## src/rtl/pipelined_barrel_shifter_if.sv

```systemverilog
// rtl/pipelined_barrel_shifter_if.sv - handshake bundle between the shifter and its producer/consumer
// master drives operations and consumes results; slave is the shifter side.
interface pipelined_barrel_shifter_if #(
  parameter int XLEN  = 32,
  parameter int TAG_W = 5
);
  localparam int SHAMT_W = $clog2(XLEN);

  logic               flush;
  logic               in_valid;
  logic               in_ready;
  logic [XLEN-1:0]    in_data;
  logic [SHAMT_W-1:0] in_shamt;
  logic [1:0]         in_op;
  logic [TAG_W-1:0]   in_tag;
  logic               out_valid;
  logic               out_ready;
  logic [XLEN-1:0]    out_data;
  logic [TAG_W-1:0]   out_tag;

  modport master (
    output flush, in_valid, in_data, in_shamt, in_op, in_tag, out_ready,
    input  in_ready, out_valid, out_data, out_tag
  );

  modport slave (
    input  flush, in_valid, in_data, in_shamt, in_op, in_tag, out_ready,
    output in_ready, out_valid, out_data, out_tag
  );
endinterface

```

## src/rtl/pipelined_barrel_shifter.sv

```systemverilog
// rtl/pipelined_barrel_shifter.sv - pipelined SLL/SRL/SRA(/ROR) barrel shifter with valid/ready and flush
// Optional rotate: define SHIFTER_ROTATE_EN to build ROR for op 2'b11; otherwise op 2'b11 acts as SRL.
// Shift stages by 2^k are spread over PIPE_DEPTH register groups; the last register drives the outputs.
module pipelined_barrel_shifter #(
  parameter int XLEN       = 32,
  parameter int PIPE_DEPTH = 2,
  parameter int TAG_W      = 5
) (
  input  logic                     clk,
  input  logic                     rst_n,
  pipelined_barrel_shifter_if.slave bus
);

  localparam int SHAMT_W = $clog2(XLEN);
  localparam int GRP_C   = (SHAMT_W + PIPE_DEPTH - 1) / PIPE_DEPTH;
  localparam int LAST    = PIPE_DEPTH - 1;
  localparam logic [XLEN-1:0] ONES = '1;

  // Applies the shift stages k in [lo, hi) selected by the shamt bits.
  function automatic logic [XLEN-1:0] shift_group(
    input logic [XLEN-1:0]    din,
    input logic [SHAMT_W-1:0] shamt,
    input logic [1:0]         op,
    input logic               sign,
    input int                 lo,
    input int                 hi
  );
    logic [XLEN-1:0] d;
    d = din;
    for (int k = 0; k < SHAMT_W; k++) begin
      if (k >= lo && k < hi && shamt[k]) begin
        case (op)
          2'b00:   d = d << (1 << k);
          2'b10:   d = (d >> (1 << k)) | ({XLEN{sign}} & ~(ONES >> (1 << k)));
`ifdef SHIFTER_ROTATE_EN
          2'b11:   d = (d >> (1 << k)) | (d << (XLEN - (1 << k)));
`endif
          default: d = d >> (1 << k);
        endcase
      end
    end
    return d;
  endfunction

  // Inputs seen by each shift group (group 0 from the bus, others from the previous register).
  logic [XLEN-1:0]    grp_data  [PIPE_DEPTH];
  logic [SHAMT_W-1:0] grp_shamt [PIPE_DEPTH];
  logic [1:0]         grp_op    [PIPE_DEPTH];
  logic               grp_sign  [PIPE_DEPTH];
  logic [TAG_W-1:0]   grp_tag   [PIPE_DEPTH];
  logic               grp_valid [PIPE_DEPTH];

  // Pipeline register outputs and per-stage advance permission.
  logic [XLEN-1:0]    stg_data  [PIPE_DEPTH];
  logic [TAG_W-1:0]   stg_tag   [PIPE_DEPTH];
  logic               stg_valid [PIPE_DEPTH];
  logic               stg_ready [PIPE_DEPTH];

  // A stage may load when it or any stage downstream of it is empty, or the consumer takes the result.
  always_comb begin
    logic r;
    r = bus.out_ready;
    for (int g = LAST; g >= 0; g--) begin
      r            = r | ~stg_valid[g];
      stg_ready[g] = r;
    end
  end

  for (genvar g = 0; g < PIPE_DEPTH; g++) begin : g_stage
    localparam int LO = g * GRP_C;
    localparam int HI = ((g + 1) * GRP_C < SHAMT_W) ? (g + 1) * GRP_C : SHAMT_W;

    logic              valid_q;
    logic              valid_d;
    logic [XLEN-1:0]   data_q;
    logic [XLEN-1:0]   data_d;
    logic [TAG_W-1:0]  tag_q;
    logic              load;

    if (g == 0) begin : g_src
      // A flush cycle never accepts the offered operation.
      assign grp_valid[g] = bus.in_valid & ~bus.flush;
      assign grp_data[g]  = bus.in_data;
      assign grp_shamt[g] = bus.in_shamt;
      assign grp_op[g]    = bus.in_op;
      assign grp_sign[g]  = bus.in_data[XLEN-1];
      assign grp_tag[g]   = bus.in_tag;
    end else begin : g_src
      logic [SHAMT_W-1:0] shamt_q;
      logic [1:0]         op_q;
      logic               sign_q;

      // Side-band fields travel with pipeline register g-1 and load with it.
      always_ff @(posedge clk) begin
        if (stg_ready[g-1] && grp_valid[g-1]) begin
          shamt_q <= grp_shamt[g-1];
          op_q    <= grp_op[g-1];
          sign_q  <= grp_sign[g-1];
        end
      end

      assign grp_valid[g] = stg_valid[g-1];
      assign grp_data[g]  = stg_data[g-1];
      assign grp_shamt[g] = shamt_q;
      assign grp_op[g]    = op_q;
      assign grp_sign[g]  = sign_q;
      assign grp_tag[g]   = stg_tag[g-1];
    end

    assign load    = stg_ready[g] & grp_valid[g];
    assign valid_d = bus.flush ? 1'b0 : (stg_ready[g] ? grp_valid[g] : valid_q);
    assign data_d  = shift_group(grp_data[g], grp_shamt[g], grp_op[g], grp_sign[g], LO, HI);

    // Valid bit: cleared by reset or flush, otherwise follows upstream whenever the stage advances.
    always_ff @(posedge clk or negedge rst_n) begin
      if (!rst_n) begin
        valid_q <= 1'b0;
      end else begin
        valid_q <= valid_d;
      end
    end

    if (g == LAST) begin : g_reg
      // Output register is reset so out_data/out_tag read zero after reset.
      always_ff @(posedge clk or negedge rst_n) begin
        if (!rst_n) begin
          data_q <= '0;
          tag_q  <= '0;
        end else if (load) begin
          data_q <= data_d;
          tag_q  <= grp_tag[g];
        end
      end
    end else begin : g_reg
      // Interior data registers need no reset; their valid bit qualifies them.
      always_ff @(posedge clk) begin
        if (load) begin
          data_q <= data_d;
          tag_q  <= grp_tag[g];
        end
      end
    end

    assign stg_valid[g] = valid_q;
    assign stg_data[g]  = data_q;
    assign stg_tag[g]   = tag_q;
  end

  assign bus.in_ready  = stg_ready[0] & ~bus.flush;
  assign bus.out_valid = stg_valid[LAST];
  assign bus.out_data  = stg_data[LAST];
  assign bus.out_tag   = stg_tag[LAST];

endmodule
```

## src/flat_wrapper.sv

```systemverilog
// flat-port wrapper written by rule: the top's interface ports become plain ports
module pipelined_barrel_shifter_flat 
#(
  parameter int XLEN       = 32,
  parameter int PIPE_DEPTH = 2,
  parameter int TAG_W      = 5
)
  (clk, rst_n, bus_flush, bus_in_valid, bus_in_data, bus_in_shamt, bus_in_op, bus_in_tag, bus_out_ready, bus_in_ready, bus_out_valid, bus_out_data, bus_out_tag);
  pipelined_barrel_shifter_if #(.XLEN(XLEN), .TAG_W(TAG_W)) bus_i ();
  input  logic clk;
  input  logic rst_n;
  input wire logic [$bits(bus_i.flush)-1:0] bus_flush;
  input wire logic [$bits(bus_i.in_valid)-1:0] bus_in_valid;
  input wire logic [$bits(bus_i.in_data)-1:0] bus_in_data;
  input wire logic [$bits(bus_i.in_shamt)-1:0] bus_in_shamt;
  input wire logic [$bits(bus_i.in_op)-1:0] bus_in_op;
  input wire logic [$bits(bus_i.in_tag)-1:0] bus_in_tag;
  input wire logic [$bits(bus_i.out_ready)-1:0] bus_out_ready;
  output wire logic [$bits(bus_i.in_ready)-1:0] bus_in_ready;
  output wire logic [$bits(bus_i.out_valid)-1:0] bus_out_valid;
  output wire logic [$bits(bus_i.out_data)-1:0] bus_out_data;
  output wire logic [$bits(bus_i.out_tag)-1:0] bus_out_tag;
  assign bus_i.flush = bus_flush;
  assign bus_i.in_valid = bus_in_valid;
  assign bus_i.in_data = bus_in_data;
  assign bus_i.in_shamt = bus_in_shamt;
  assign bus_i.in_op = bus_in_op;
  assign bus_i.in_tag = bus_in_tag;
  assign bus_i.out_ready = bus_out_ready;
  assign bus_in_ready = bus_i.in_ready;
  assign bus_out_valid = bus_i.out_valid;
  assign bus_out_data = bus_i.out_data;
  assign bus_out_tag = bus_i.out_tag;
  pipelined_barrel_shifter #(.XLEN(XLEN), .PIPE_DEPTH(PIPE_DEPTH), .TAG_W(TAG_W)) u_core (.clk(clk), .rst_n(rst_n), .bus(bus_i));
endmodule
```

## config.mk

```make
export PLATFORM = sky130hd
export DESIGN_NAME = pipelined_barrel_shifter_flat
export DESIGN_NICKNAME = d
export VERILOG_FILES = /design/src/rtl/pipelined_barrel_shifter_if.sv /design/src/rtl/pipelined_barrel_shifter.sv /design/src/flat_wrapper.sv
export SDC_FILE = /design/constraint.sdc
export NUM_CORES = 1
export LEC_CHECK = 0
export CAP_MARGIN = 20
export CORE_MARGIN = 4
export CORE_UTILIZATION = 45
export CTS_CLUSTER_DIAMETER = 50
export DETAILED_ROUTE_END_ITERATION = 10
export DONT_BUFFER_PORTS = 1
export PLACE_DENSITY = 0.59
export REMOVE_ABC_BUFFERS = 1
export SLEW_MARGIN = 20
export SYNTH_ARGS = -nofsm -noshare
export SYNTH_HDL_FRONTEND = slang
export SYNTH_SLANG_ARGS = --single-unit
```

## constraint.sdc

```tcl
create_clock -name clk -period 2.7 [get_ports clk]
set_input_delay 0.54 -clock clk [delete_from_list [all_inputs] [get_ports clk]]
set_output_delay 0.54 -clock clk [all_outputs]
set_load 0.02 [all_outputs]
```

==> results_dict.tcl <==
set metrics [dict create \
    status "finished, final reports clean" \
    grt_max_degree 132 \
    critPathRequiredTime_ps 2730 \
    cts_buffer_depth 2 \
    syn-cell-area_mm2 0.00704 \
    min_period_over_period_pct 76.9 \
    num_antenna_cells 0 \
    hold_violations 0 \
    path_delay_family "simple AND/OR/NAND/NOR gates" \
    grt_first_pass_wirelength_um 37200 \
    seq_area_frac_synth_pct 31.8 \
    synth_seq_cells 81 \
    fillers 1475 \
    yosys_most_used_dff "edfxtp_1" \
    postCtsSetupBuffers 0 \
    slew_headroom_pct 41.8 \
    dp_hpwl_um 16100 \
    maxCapViolations 0 \
    finalNetCount 814 \
    syn_to_final_growth_pct 4.83 \
    rsz0062_at_grt "false" \
    die_h_um 133 \
    vias_per_cell 6.94 \
    crit_fanout 20 \
    cp_data_arrival_time_ps 2110 \
    first_global_vias 6463 \
    slew_violations 0 \
    place_congestion 0.963 \
    setup_viol 0 \
    die_w_um 133 \
    drtIter0Drc 988 \
    placement.io_buffers 0 \
    path_clk_slew_ps 60 \
    start_util_pct 46.2 \
    start_kind "flop" \
    cts-root-buf "clkbuf_16" \
    core-area_mm2 0.0153 \
    async_reset_ff_share_pct 48.1 \
    hold_path_class "input port to asynchronous set/reset pin" \
    overflow 0 \
    via_count 6807 \
    cts_buffers 9 \
    syn-mean-instance-area_um2 8.57 \
    routed_wl_um 23500 \
    cts.htree.levels 3 \
    fmax_mhz 482 \
    rows 45 \
    synth_edf_count 42 \
    netlist_instances 822 \
    final_area_mm2 0.00738 \
    path_cells "nor2b_1, a21oi_1, and2_2, buf_4" \
    slowest_stage "and2_2" \
    path_class "flop to flop" \
    yosysWarnings 0 \
    grtUsageTotal_pct 26.2 \
    p_leak_uw 0.00271 \
    ant_nets 0 \
    drt_pass1_iterations 6 \
    power_per_cell_area_mw_per_mm2 478 \
    top_level_ports 88 \
    clock_latency_ps 340 \
    hold_ws_ps 38.5 \
    final.min_clock_period_ps 2080 \
    critPathCaptureType "flop" \
    antenna_found_initial 0 \
    die_area_mm2 0.0177 \
    cts_tree "yes" \
    post_cts_resized 0 \
    placed_area_mm2 0.00710 \
    crit_buf_inv 1 \
    cts_sinks 81 \
    drc 0 \
    vdd_drop_max_uv 249 \
    skew_ps 7.53 \
    tightest_slew_ps 870 \
    drive_above_1_share_pct 13.0 \
    yosysUniqueCellTypes 57 \
    critical-path-max-stage-delay_ps 580 \
    wire_per_inst_um 24.0 \
]
registers in the layout, summed over array words and instances, names as in the netlist:
| name | flops |
|---|---|
| u_core.g_stage.tag_q | 5 |
| u_core.bus.out_valid | 1 |
| u_core.g_stage.valid_q | 1 |
| u_core.g_stage.g_src.sign_q | 1 |
| u_core.g_stage.g_src.op_q | 2 |
| u_core.bus.out_data | 32 |
| u_core.g_stage.data_q | 32 |
| u_core.bus.out_tag | 5 |
| u_core.g_stage.g_src.shamt_q | 2 |
path summary, 6_finish.rpt:
path	to	slack, ps	startpoint	depth (start not counted)
setup reg to reg	u_core.g_stage[0].data_q[8]	620	u_core.bus.out_valid	4
setup / recovery	u_core.g_stage[0].data_q[8]	620	u_core.bus.out_valid	4
max in group asynchronous	u_core.bus.out_data[1]	2480	rst_n	1
hold reg to reg	u_core.bus.out_tag[3]	480	u_core.g_stage[0].tag_q[3]	1
hold / removal	u_core.bus.out_data[20]	40	rst_n	1
min in group clk	u_core.bus.out_valid	260	bus_flush	1
logic make-up after synthesis:
| kind of cell | share of synthesized area [%] |
|---|---|
| AND/OR/NAND/NOR | 16.5 |
| multiplexers | 15.9 |
| AO/OA/AOI/OAI | 28.6 |
| flip-flops | 31.8 |
| buffers and inverters | 7.25 |
layout by cell type, fill, tap and decap left out, types with 10 or more instances in the layout:
| master | n |
|---|---|
| inv_1 | 19 |
| nor2_1 | 69 |
| buf_4 | 22 |
| nand2_1 | 86 |
| a311oi_1 | 21 |
| mux2i_1 | 57 |
| a31oi_1 | 27 |
| or3b_1 | 12 |
| mux4_2 | 20 |
| o21ai_0 | 77 |
| o22ai_1 | 22 |
| nor2b_1 | 17 |
| a21oi_1 | 55 |
| edfxtp_1 | 42 |
| or3b_2 | 18 |
| o211ai_1 | 15 |
| dfrtp_1 | 39 |
| nor3_1 | 10 |
timing repair:
item / in CTS / in global routing
endpoints found under the hold margin: 39 / 0
setup endpoints to repair: 0 / 0
hold buffers: 1 / 0
report_power, final:
part | leakage [µW] | switching (µW) | total, µW | internal, µW
clock | 0.000137 | 493 | 1110 | 617
combinational | 0.00168 | 417 | 758 | 341
sequential | 0.000890 | 214 | 1660 | 1440
cell type report:
| type | instances | area [µm²] | area share [%] |
|---|---|---|---|
| tap | 211 | 264 | 3.58 |
| clock buffer | 10 | 229 | 3.10 |
| inverter | 19 | 71.3 | 0.966 |
| clock inverter | 6 | 32.5 | 0.441 |
| timing repair buffer | 26 | 245 | 3.32 |
| multi-input combinational | 628 | 4300 | 58.3 |
| sequential | 81 | 2240 | 30.3 |
per-stage QoR:
stage               util (%)  cells  setup slack (ps)  TNS (ps)  power (µW)
floorplan                  -    728             -75.2      -161        2180
global placement        46.5    964               552         0        2400
detailed placement      46.5    964               591         0        2410
CTS                     48.4    981               607         0        3540
global route            48.4    981               472         0        3700
finish                  48.4    981               624         0        3530
per-layer routing:
| metal | up-vias | wire length, µm | GRT usage (%) |
|---|---|---|---|
| met5 | - | 0 | 0 |
| met4 | 0 | 785 | 9.89 |
| met3 | 60 | 2700 | 7.74 |
| met2 | 462 | 10600 | 40.7 |
| met1 | 3254 | 9400 | 34.6 |
| li1 | 3031 | - | - |
synth_stat cells, types with 3 or more instances:
| master | n | area (µm²) |
|---|---|---|
| a2111oi_0 | 7 | 61.3 |
| a211o_1 | 7 | 61.3 |
| a211oi_1 | 7 | 52.6 |
| a21oi_1 | 55 | 275 |
| a221oi_1 | 3 | 26.3 |
| a22o_1 | 6 | 52.6 |
| a22oi_1 | 5 | 37.5 |
| a311o_1 | 6 | 60.1 |
| a311oi_1 | 21 | 184 |
| a31o_2 | 3 | 26.3 |
| a31oi_1 | 27 | 169 |
| a32oi_1 | 8 | 70.1 |
| buf_1 | 3 | 11.3 |
| buf_2 | 39 | 195 |
| buf_4 | 5 | 37.5 |
| clkbuf_1 | 42 | 158 |
| clkbuf_2 | 3 | 15.0 |
| dfrtp_1 | 39 | 976 |
| edfxtp_1 | 42 | 1260 |
| inv_1 | 19 | 71.3 |
| mux2_2 | 9 | 101 |
| mux2i_1 | 57 | 571 |
| mux4_2 | 20 | 450 |
| nand2_1 | 86 | 323 |
| nand2b_1 | 7 | 43.8 |
| nand3_1 | 8 | 40.0 |
| nor2_1 | 69 | 259 |
| nor2b_1 | 17 | 106 |
| nor3_1 | 10 | 50.1 |
| o2111ai_1 | 5 | 43.8 |
| o211ai_1 | 15 | 113 |
| o21ai_0 | 77 | 385 |
| o221ai_1 | 4 | 35.0 |
| o22a_1 | 8 | 70.1 |
| o22ai_1 | 22 | 138 |
| or2_2 | 4 | 25.0 |
| or3b_1 | 12 | 105 |
| or3b_2 | 18 | 158 |
Power figures use the tool's default switching activity.
